==> src/rtl/hazard_unit_mc_pkg.sv <==
// hazard_unit_mc_pkg: shared encodings for the hazard unit and its
// multi-cycle execute scoreboard.
package hazard_unit_mc_pkg;

    typedef logic [1:0] mc_state_t;
    typedef logic [1:0] fwd_sel_t;

    // Scoreboard FSM encoding.
    localparam mc_state_t MC_IDLE = 2'd0;
    localparam mc_state_t MC_BUSY = 2'd1;
    localparam mc_state_t MC_WB   = 2'd2;

    // Execute-stage operand select encoding.
    localparam fwd_sel_t FWD_RF = 2'b00;
    localparam fwd_sel_t FWD_W  = 2'b01;
    localparam fwd_sel_t FWD_M  = 2'b10;
    localparam fwd_sel_t FWD_MC = 2'b11;

    // Busy countdown width; wide enough for the full 1..255 latency range.
    localparam int MC_CNT_W = 8;
    typedef logic [MC_CNT_W-1:0] mc_count_t;

endpackage

==> src/rtl/hazard_unit_mc_scoreboard.sv <==
// hazard_unit_mc_scoreboard: tracks the single multi-cycle (mult/div) unit.
// It holds the busy countdown, the pending destination register, and
// reports the RAW and structural hazards that unit causes in decode.
module hazard_unit_mc_scoreboard
    import hazard_unit_mc_pkg::*;
#(
    parameter int RW     = 5,
    parameter int MC_LAT = 4
)
(
    input  logic          clk,
    input  logic          reset,
    input  logic          mc_start_d_i,
    input  logic [RW-1:0] mc_dst_d_i,
    input  logic [RW-1:0] rs_d_i,
    input  logic [RW-1:0] rt_d_i,
    input  logic          stall_i,
    output logic          mc_raw_o,
    output logic          mc_struct_o,
    output logic          mc_busy_o,
    output logic          mc_wb_valid_o,
    output logic [RW-1:0] mc_wb_reg_o
);

    // Countdown reload so that WB is reached exactly MC_LAT edges after issue.
    localparam mc_count_t LAT_RELOAD = mc_count_t'(MC_LAT - 1);

    mc_state_t     state_q, state_d;
    mc_count_t     count_q, count_d;
    logic          pending_q, pending_d;
    logic [RW-1:0] wbReg_q, wbReg_d;
    logic          issue;
    logic          rsHit;
    logic          rtHit;

    // An op only launches when decode is not held for any reason.
    assign issue = mc_start_d_i & ~stall_i;

    // Register 0 is hard-wired, so a pending write to it never blocks a read.
    assign rsHit = (wbReg_q != '0) && (wbReg_q == rs_d_i);
    assign rtHit = (wbReg_q != '0) && (wbReg_q == rt_d_i);

    // Next-state logic: launch, count down while busy, then one WB cycle.
    always_comb begin
        state_d   = state_q;
        count_d   = count_q;
        pending_d = pending_q;
        wbReg_d   = wbReg_q;
        case (state_q)
            MC_IDLE: begin
                if (issue) begin
                    state_d   = MC_BUSY;
                    count_d   = LAT_RELOAD;
                    wbReg_d   = mc_dst_d_i;
                    pending_d = 1'b1;
                end
            end
            MC_BUSY: begin
                if (count_q == '0) begin
                    state_d = MC_WB;
                end else begin
                    count_d = count_q - mc_count_t'(1);
                end
            end
            MC_WB: begin
                if (issue) begin
                    state_d   = MC_BUSY;
                    count_d   = LAT_RELOAD;
                    wbReg_d   = mc_dst_d_i;
                    pending_d = 1'b1;
                end else begin
                    state_d   = MC_IDLE;
                    pending_d = 1'b0;
                end
            end
            default: begin
                state_d   = MC_IDLE;
                count_d   = '0;
                pending_d = 1'b0;
            end
        endcase
    end

    // State registers; an asserted reset abandons any op in flight.
    always_ff @(posedge clk or negedge reset) begin
        if (!reset) begin
            state_q   <= MC_IDLE;
            count_q   <= '0;
            pending_q <= 1'b0;
            wbReg_q   <= '0;
        end else begin
            state_q   <= state_d;
            count_q   <= count_d;
            pending_q <= pending_d;
            wbReg_q   <= wbReg_d;
        end
    end

    // In WB the result is forwardable, so only the BUSY window blocks readers.
    assign mc_raw_o      = pending_q & (state_q == MC_BUSY) & (rsHit | rtHit);
    assign mc_struct_o   = mc_start_d_i & (state_q == MC_BUSY);
    assign mc_busy_o     = (state_q == MC_BUSY);
    assign mc_wb_valid_o = (state_q == MC_WB);
    assign mc_wb_reg_o   = wbReg_q;

endmodule

==> src/rtl/hazard_unit_mc.sv <==
// hazard_unit_mc: hazard unit for the 5-stage MIPS pipeline with a
// multi-cycle execute unit. Produces stall/flush controls, decode and
// execute forwarding selects, and a saturating stalled-cycle counter.
module hazard_unit_mc
    import hazard_unit_mc_pkg::*;
#(
    parameter int RW     = 5,
    parameter int MC_LAT = 4,
    parameter int CNT_W  = 16
)
(
    input  logic             clk,
    input  logic             reset,
    input  logic [RW-1:0]    rs_d,
    input  logic [RW-1:0]    rt_d,
    input  logic             branch_d,
    input  logic             jump_d,
    input  logic             taken_d,
    input  logic             mc_start_d,
    input  logic [RW-1:0]    mc_dst_d,
    input  logic [RW-1:0]    rs_e,
    input  logic [RW-1:0]    rt_e,
    input  logic [RW-1:0]    write_reg_e,
    input  logic             memtoreg_e,
    input  logic             regwrite_e,
    input  logic [RW-1:0]    write_reg_m,
    input  logic             memtoreg_m,
    input  logic             regwrite_m,
    input  logic [RW-1:0]    write_reg_w,
    input  logic             regwrite_w,
    output logic             stall_f,
    output logic             stall_d,
    output logic             flush_e,
    output logic             flush_d,
    output logic             forward_ad,
    output logic             forward_bd,
    output logic [1:0]       forward_ae,
    output logic [1:0]       forward_be,
    output logic             mc_busy,
    output logic             mc_wb_valid,
    output logic [RW-1:0]    mc_wb_reg,
    output logic [CNT_W-1:0] stall_cycles
);

    logic             lwStall;
    logic             brStall;
    logic             mcRaw;
    logic             mcStruct;
    logic             hazard;
    logic             stall;
    logic [CNT_W-1:0] stallCnt_q, stallCnt_d;

    // A register match that treats $zero as never matching anything.
    function automatic logic regHit(input logic [RW-1:0] a, input logic [RW-1:0] b);
        return (a != '0) && (a == b);
    endfunction

    hazard_unit_mc_scoreboard #(
        .RW     (RW),
        .MC_LAT (MC_LAT)
    ) u_scoreboard (
        .clk           (clk),
        .reset         (reset),
        .mc_start_d_i  (mc_start_d),
        .mc_dst_d_i    (mc_dst_d),
        .rs_d_i        (rs_d),
        .rt_d_i        (rt_d),
        .stall_i       (stall),
        .mc_raw_o      (mcRaw),
        .mc_struct_o   (mcStruct),
        .mc_busy_o     (mc_busy),
        .mc_wb_valid_o (mc_wb_valid),
        .mc_wb_reg_o   (mc_wb_reg)
    );

    // Load result is not ready until after M, so a dependent D instruction waits.
    assign lwStall = memtoreg_e & (regHit(rt_e, rs_d) | regHit(rt_e, rt_d));

    // Branch compare happens in D, so it waits on producers still in E, or loads in M.
    assign brStall = branch_d &
                     ((regwrite_e & (regHit(write_reg_e, rs_d) | regHit(write_reg_e, rt_d))) |
                      (memtoreg_m & (regHit(write_reg_m, rs_d) | regHit(write_reg_m, rt_d))));

    assign hazard = lwStall | brStall | mcRaw | mcStruct;

    // Every control output is forced low while reset is held.
    assign stall   = reset & hazard;
    assign stall_f = stall;
    assign stall_d = stall;
    assign flush_e = stall;
    assign flush_d = reset & ~hazard & (jump_d | (branch_d & taken_d));

    assign forward_ad = reset & regwrite_m & regHit(write_reg_m, rs_d);
    assign forward_bd = reset & regwrite_m & regHit(write_reg_m, rt_d);

    // Operand A select: the youngest producer wins (M, then MC result, then W).
    always_comb begin
        forward_ae = FWD_RF;
        if (!reset) begin
            forward_ae = FWD_RF;
        end else if (regwrite_m && regHit(write_reg_m, rs_e)) begin
            forward_ae = FWD_M;
        end else if (mc_wb_valid && regHit(mc_wb_reg, rs_e)) begin
            forward_ae = FWD_MC;
        end else if (regwrite_w && regHit(write_reg_w, rs_e)) begin
            forward_ae = FWD_W;
        end
    end

    // Operand B select, same priority as operand A.
    always_comb begin
        forward_be = FWD_RF;
        if (!reset) begin
            forward_be = FWD_RF;
        end else if (regwrite_m && regHit(write_reg_m, rt_e)) begin
            forward_be = FWD_M;
        end else if (mc_wb_valid && regHit(mc_wb_reg, rt_e)) begin
            forward_be = FWD_MC;
        end else if (regwrite_w && regHit(write_reg_w, rt_e)) begin
            forward_be = FWD_W;
        end
    end

    // Stall counter next value: count stalled cycles, stick at all-ones.
    always_comb begin
        stallCnt_d = stallCnt_q;
        if (stall && (stallCnt_q != '1)) begin
            stallCnt_d = stallCnt_q + CNT_W'(1);
        end
    end

    // Stall counter register.
    always_ff @(posedge clk or negedge reset) begin
        if (!reset) begin
            stallCnt_q <= '0;
        end else begin
            stallCnt_q <= stallCnt_d;
        end
    end

    assign stall_cycles = stallCnt_q;

endmodule

==> config.mk <==
export PLATFORM = sky130hd
export DESIGN_NAME = hazard_unit_mc
export DESIGN_NICKNAME = d
export VERILOG_FILES = /design/src/rtl/hazard_unit_mc_pkg.sv /design/src/rtl/hazard_unit_mc_scoreboard.sv /design/src/rtl/hazard_unit_mc.sv
export SDC_FILE = /design/constraint.sdc
export NUM_CORES = 1
export LEC_CHECK = 0
export BUFFER_PORTS_ARGS = -buffer_cell sky130_fd_sc_hd__buf_2
export CAP_MARGIN = 10
export CELL_PAD_IN_SITES_DETAIL_PLACEMENT = 2
export CELL_PAD_IN_SITES_GLOBAL_PLACEMENT = 2
export CORE_MARGIN = 4
export CORE_UTILIZATION = 30
export DETAILED_ROUTE_END_ITERATION = 10
export GPL_TIMING_DRIVEN = 0
export PLACE_DENSITY = 0.88
export RECOVER_POWER = 100
export REMOVE_ABC_BUFFERS = 1
export SLEW_MARGIN = 10
export SYNTH_ARGS = -nofsm -noshare
export SYNTH_HDL_FRONTEND = slang
export SYNTH_SLANG_ARGS = --single-unit
==> constraint.sdc <==
create_clock -name clk -period 5.9 [get_ports clk]
set_input_delay 0.295 -clock clk [delete_from_list [all_inputs] [get_ports clk]]
set_output_delay 0.295 -clock clk [all_outputs]
set_load 0.03 [all_outputs]
==> results.md <==
- Largest net degree at the start of global routing: 53
- Synth area leaders: dfrtp_1, xnor2_1, xor2_1, nand3_1, mux2_4
- Number of flops mapped to enable cells by yosys: 0
- VDD IR-drop max: about 0.2 mV
- Failing checks: capacitance limit, slew limit
- First drt pass iteration count: 4
- Die outline area: 10520 µm²
- PortBufs: 83
- Initial Util: a little under a third
- Clock Power Share: between 15 and 20%
- Detailed Route WL: 9730 µm
- Number of distinct library cells after synthesis: 47
- Achievable frequency: 278.6 MHz
- CTS buffer count: 5
- Max Fanout on Critical Path: 20
- First-pass GRT wire length: around 15000 µm
- Final critical-path share of the clock period: 60.84%
- Worst r2r src: u_scoreboard.state_q[0]$_DFFE_PN0P_
- Share of layout cells above drive strength 1: 17.07%
- Fin Hold WS: 0.2240 ns
- HP Start: mc_dst_d[0]
- CP Capture Type: primary output
- Clock insertion delay at the later pin of the skew report: 0.29 ns
- Hold Buf Count CTS: 0
- RR Endpoint: u_scoreboard.mc_wb_reg_o[4]$_DFFE_PN0P_
- Clk_skew: 0.008331 ns
- Worst hold stages: 2
- Switch Pwr: 0.5765 mW
- Slew headroom: -77.32%
- Hold Fails Final Rpt: 0
- Place WS: 3.008 ns
- CTS Buffer Depth: 2
- CP max stage delay: 0.82 ns
- Ys Warns: 0
- I/O Pins: 84
- RSZ-0062 raised after global routing: false
- Gate Count Post-Synth: 305
- Post-route setup slack: 2.310 ns
- Measured slew at the worst slew-check pin: roughly 2.7 ns
- R2r worst-path depth: 7
- Critical path, cell by cell: nand2b_1, inv_1, and3_1, a22oi_1, o2111ai_1, nor3b_1, clkbuf_1
- Worst Path Class, Setup: flop to primary output
- Sw frac: 48.07%
- Clk pin slew, worst setup/hold paths: around 0.07 ns
- Crit-path slowest cell: o2111ai_1
- Tot GR Track Use: a little under a fifth
- Pint: between 0.6 and 0.7 mW
- Minimum clock period after layout: approximately 3.6 ns
- Post-DRT Antenna Nets: 0
- Initial antenna violation count: 0
- Core ar.: 8721 µm²
- Critical Path AT: 3.29 ns
- Top cells by count, synth: xnor2_1, dfrtp_1, xor2_1, nand3_1, nand2_1
- DRT iter0 DRCs: 96
- Main synth FF type: dfrtp_1
- Via density: ~5.3
- Sequential power share: approximately a third
- Final Slew Violations: 74
- Resize count post-CTS: 0
- Vias in the first global route: 2861
- Detailed-route via count: 2546
- CTS tree: built
- Critical path's top delay family: compound AO/OA/AOI/OAI gates
- MaxCap Viol Count: 2
- Worst EP required: 5.61 ns
- Crit path buffers/inverters: 2
- Outcome: complete, but fails checks
- Sequential element share of the synthesized area: slightly below 30%
- Combinational fraction of design power: 48.8%
- Area growth from synthesis to layout: 16.36%
- Hold Path End: u_scoreboard.mc_wb_reg_o[0]$_DFFE_PN0P_
- Post-synth ARST share: 100.0%
- # setup viols final: 0
- Nature of the critical path startpoint: flop
- Most common cell in the synthesized netlist: xnor2_1
- Power Density: 384.1 nW/µm²
- Synth top area share: 29.84%
- Clk root buf: clkbuf_8
- Critical path depth: 7
- ANT cells: 0
- Row cnt: 34
- Wire length per cell: just over 20 µm
- Remaining global-route overflow: 0
- Top cell type by total area after synthesis: dfrtp_1
- Setup slack, reg-to-reg: ~2.5 ns
- #FFs+latches synth: 32
- Die X: slightly above 100 µm
- CTS H-tree depth: 2
- Final net count: 421
- Mapped cell area: 2684 µm²
- Fillcell total: 1044
- Die H: 102.6 µm
- Hold Path Class: primary input to flop
- Setup Fix Bufs, Post-CTS: 0
- Post-route DRC: 0
- # clock sinks: 32
- Final GP Congestion: around 0.84
- Hpwl dp: about 7600 µm
- Setup TNS: 0 ns
- Leak: 1.249 nW
- Synth Area per Inst: around 9 µm²
==> how the worst max path moves through the flow <==
stage,startpoint,to,slack [ns]
after global placement,u_scoreboard.state_q[0]$_DFFE_PN0P_,u_scoreboard.mc_wb_reg_o[2]$_DFFE_PN0P_,3.05
after global routing,u_scoreboard.state_q[1]$_DFFE_PN0P_,flush_d,1.97
after detailed placement,u_scoreboard.state_q[0]$_DFFE_PN0P_,u_scoreboard.mc_wb_reg_o[4]$_DFFE_PN0P_,3.01
after CTS,u_scoreboard.state_q[1]$_DFFE_PN0P_,flush_e,2.83
after floorplan,u_scoreboard.mc_wb_reg_o[1]$_DFFE_PN0P_,flush_d,3.17
final,u_scoreboard.state_q[0]$_DFFE_PN0P_,flush_d,2.31
==> through the flow <==
stage / area (µm²) / instances / util [%] / total power, mW
global placement: 3098 / 469 / 35.52 / 0.9715
floorplan: 2547 / 278 / - / 0.7972
detailed placement: 3098 / 469 / 35.52 / 1.023
global route: 3123 / 477 / 35.81 / 1.278
CTS: 3206 / 477 / 36.76 / 1.248
finish: 3123 / 477 / 35.81 / 1.199
==> layout by cell type (no fill, tap or decap), types with 5 or more instances in the layout <==
cell      Yosys  final
and3_1        6      6
buf_2        10     50
clkbuf_1     13     34
clkbuf_8      0      5
dfrtp_1      32     32
inv_1         6      7
mux2_1        1      6
nand2_1      19     19
nand3_1      20     20
nand4_1       8      8
nor2_1       13     13
nor3_1       11     11
nor4_1        6      6
o21ai_0      12     12
o22ai_1       6      6
xnor2_1      57     57
xor2_1       25     25
==> flip-flops by register name (all words and copies together) (netlist names) <==
signal / cells
u_scoreboard.mc_wb_reg_o: 5
u_scoreboard.count_q: 8
u_scoreboard.state_q: 2
stall_cycles: 16
u_scoreboard.pending_q: 1
==> cells by family (layout without fill, tap and decap cells) <==
group / Yosys count / count (layout) / synth area share [%]
AOI/OAI and AO/OA: 40 / 40 / 10.63
xor gates and xnor gates: 82 / 82 / 26.76
DFF: 32 / 32 / 29.84
adders and majority gates: 2 / 2 / 0.9323
buffers and inverters: 34 / 98 / 6.060
and+or+nand+nor: 107 / 107 / 21.73
muxes: 8 / 8 / 4.056
==> layer usage <==
layer  wire, µm  GRT usage (%)  share of wire [%]  vias to the layer above
li1           -              -                  -                     1192
met1       4213          23.28                 43                     1299
met2       5069          34.91                 52                       41
met3        296          2.909                3.0                       14
met4        151          3.835                1.6                        0
met5          0              0                  0                        -
==> final cells by class <==
cell class	count	area [µm²]	area share [%]
Clock buffer	6	72.57	2.324
Timing Repair Buffer	83	374.1	11.98
Clock inverter	2	35.03	1.122
Sequential cell	32	800.8	25.64
Inverter	7	26.28	0.8413
Tap cell	108	135.1	4.327
Multi-Input combinational cell	239	1679	53.77
==> power by group through the flow <==
stage	logic [mW]	registers, mW	clock network, mW
finish	0.585	0.406	0.208
global placement	0.579	0.392	0
global route	0.637	0.417	0.224
detailed placement	0.616	0.407	0
CTS	0.629	0.404	0.215
floorplan	0.357	0.440	0
(Power assumes the default switching activity.)
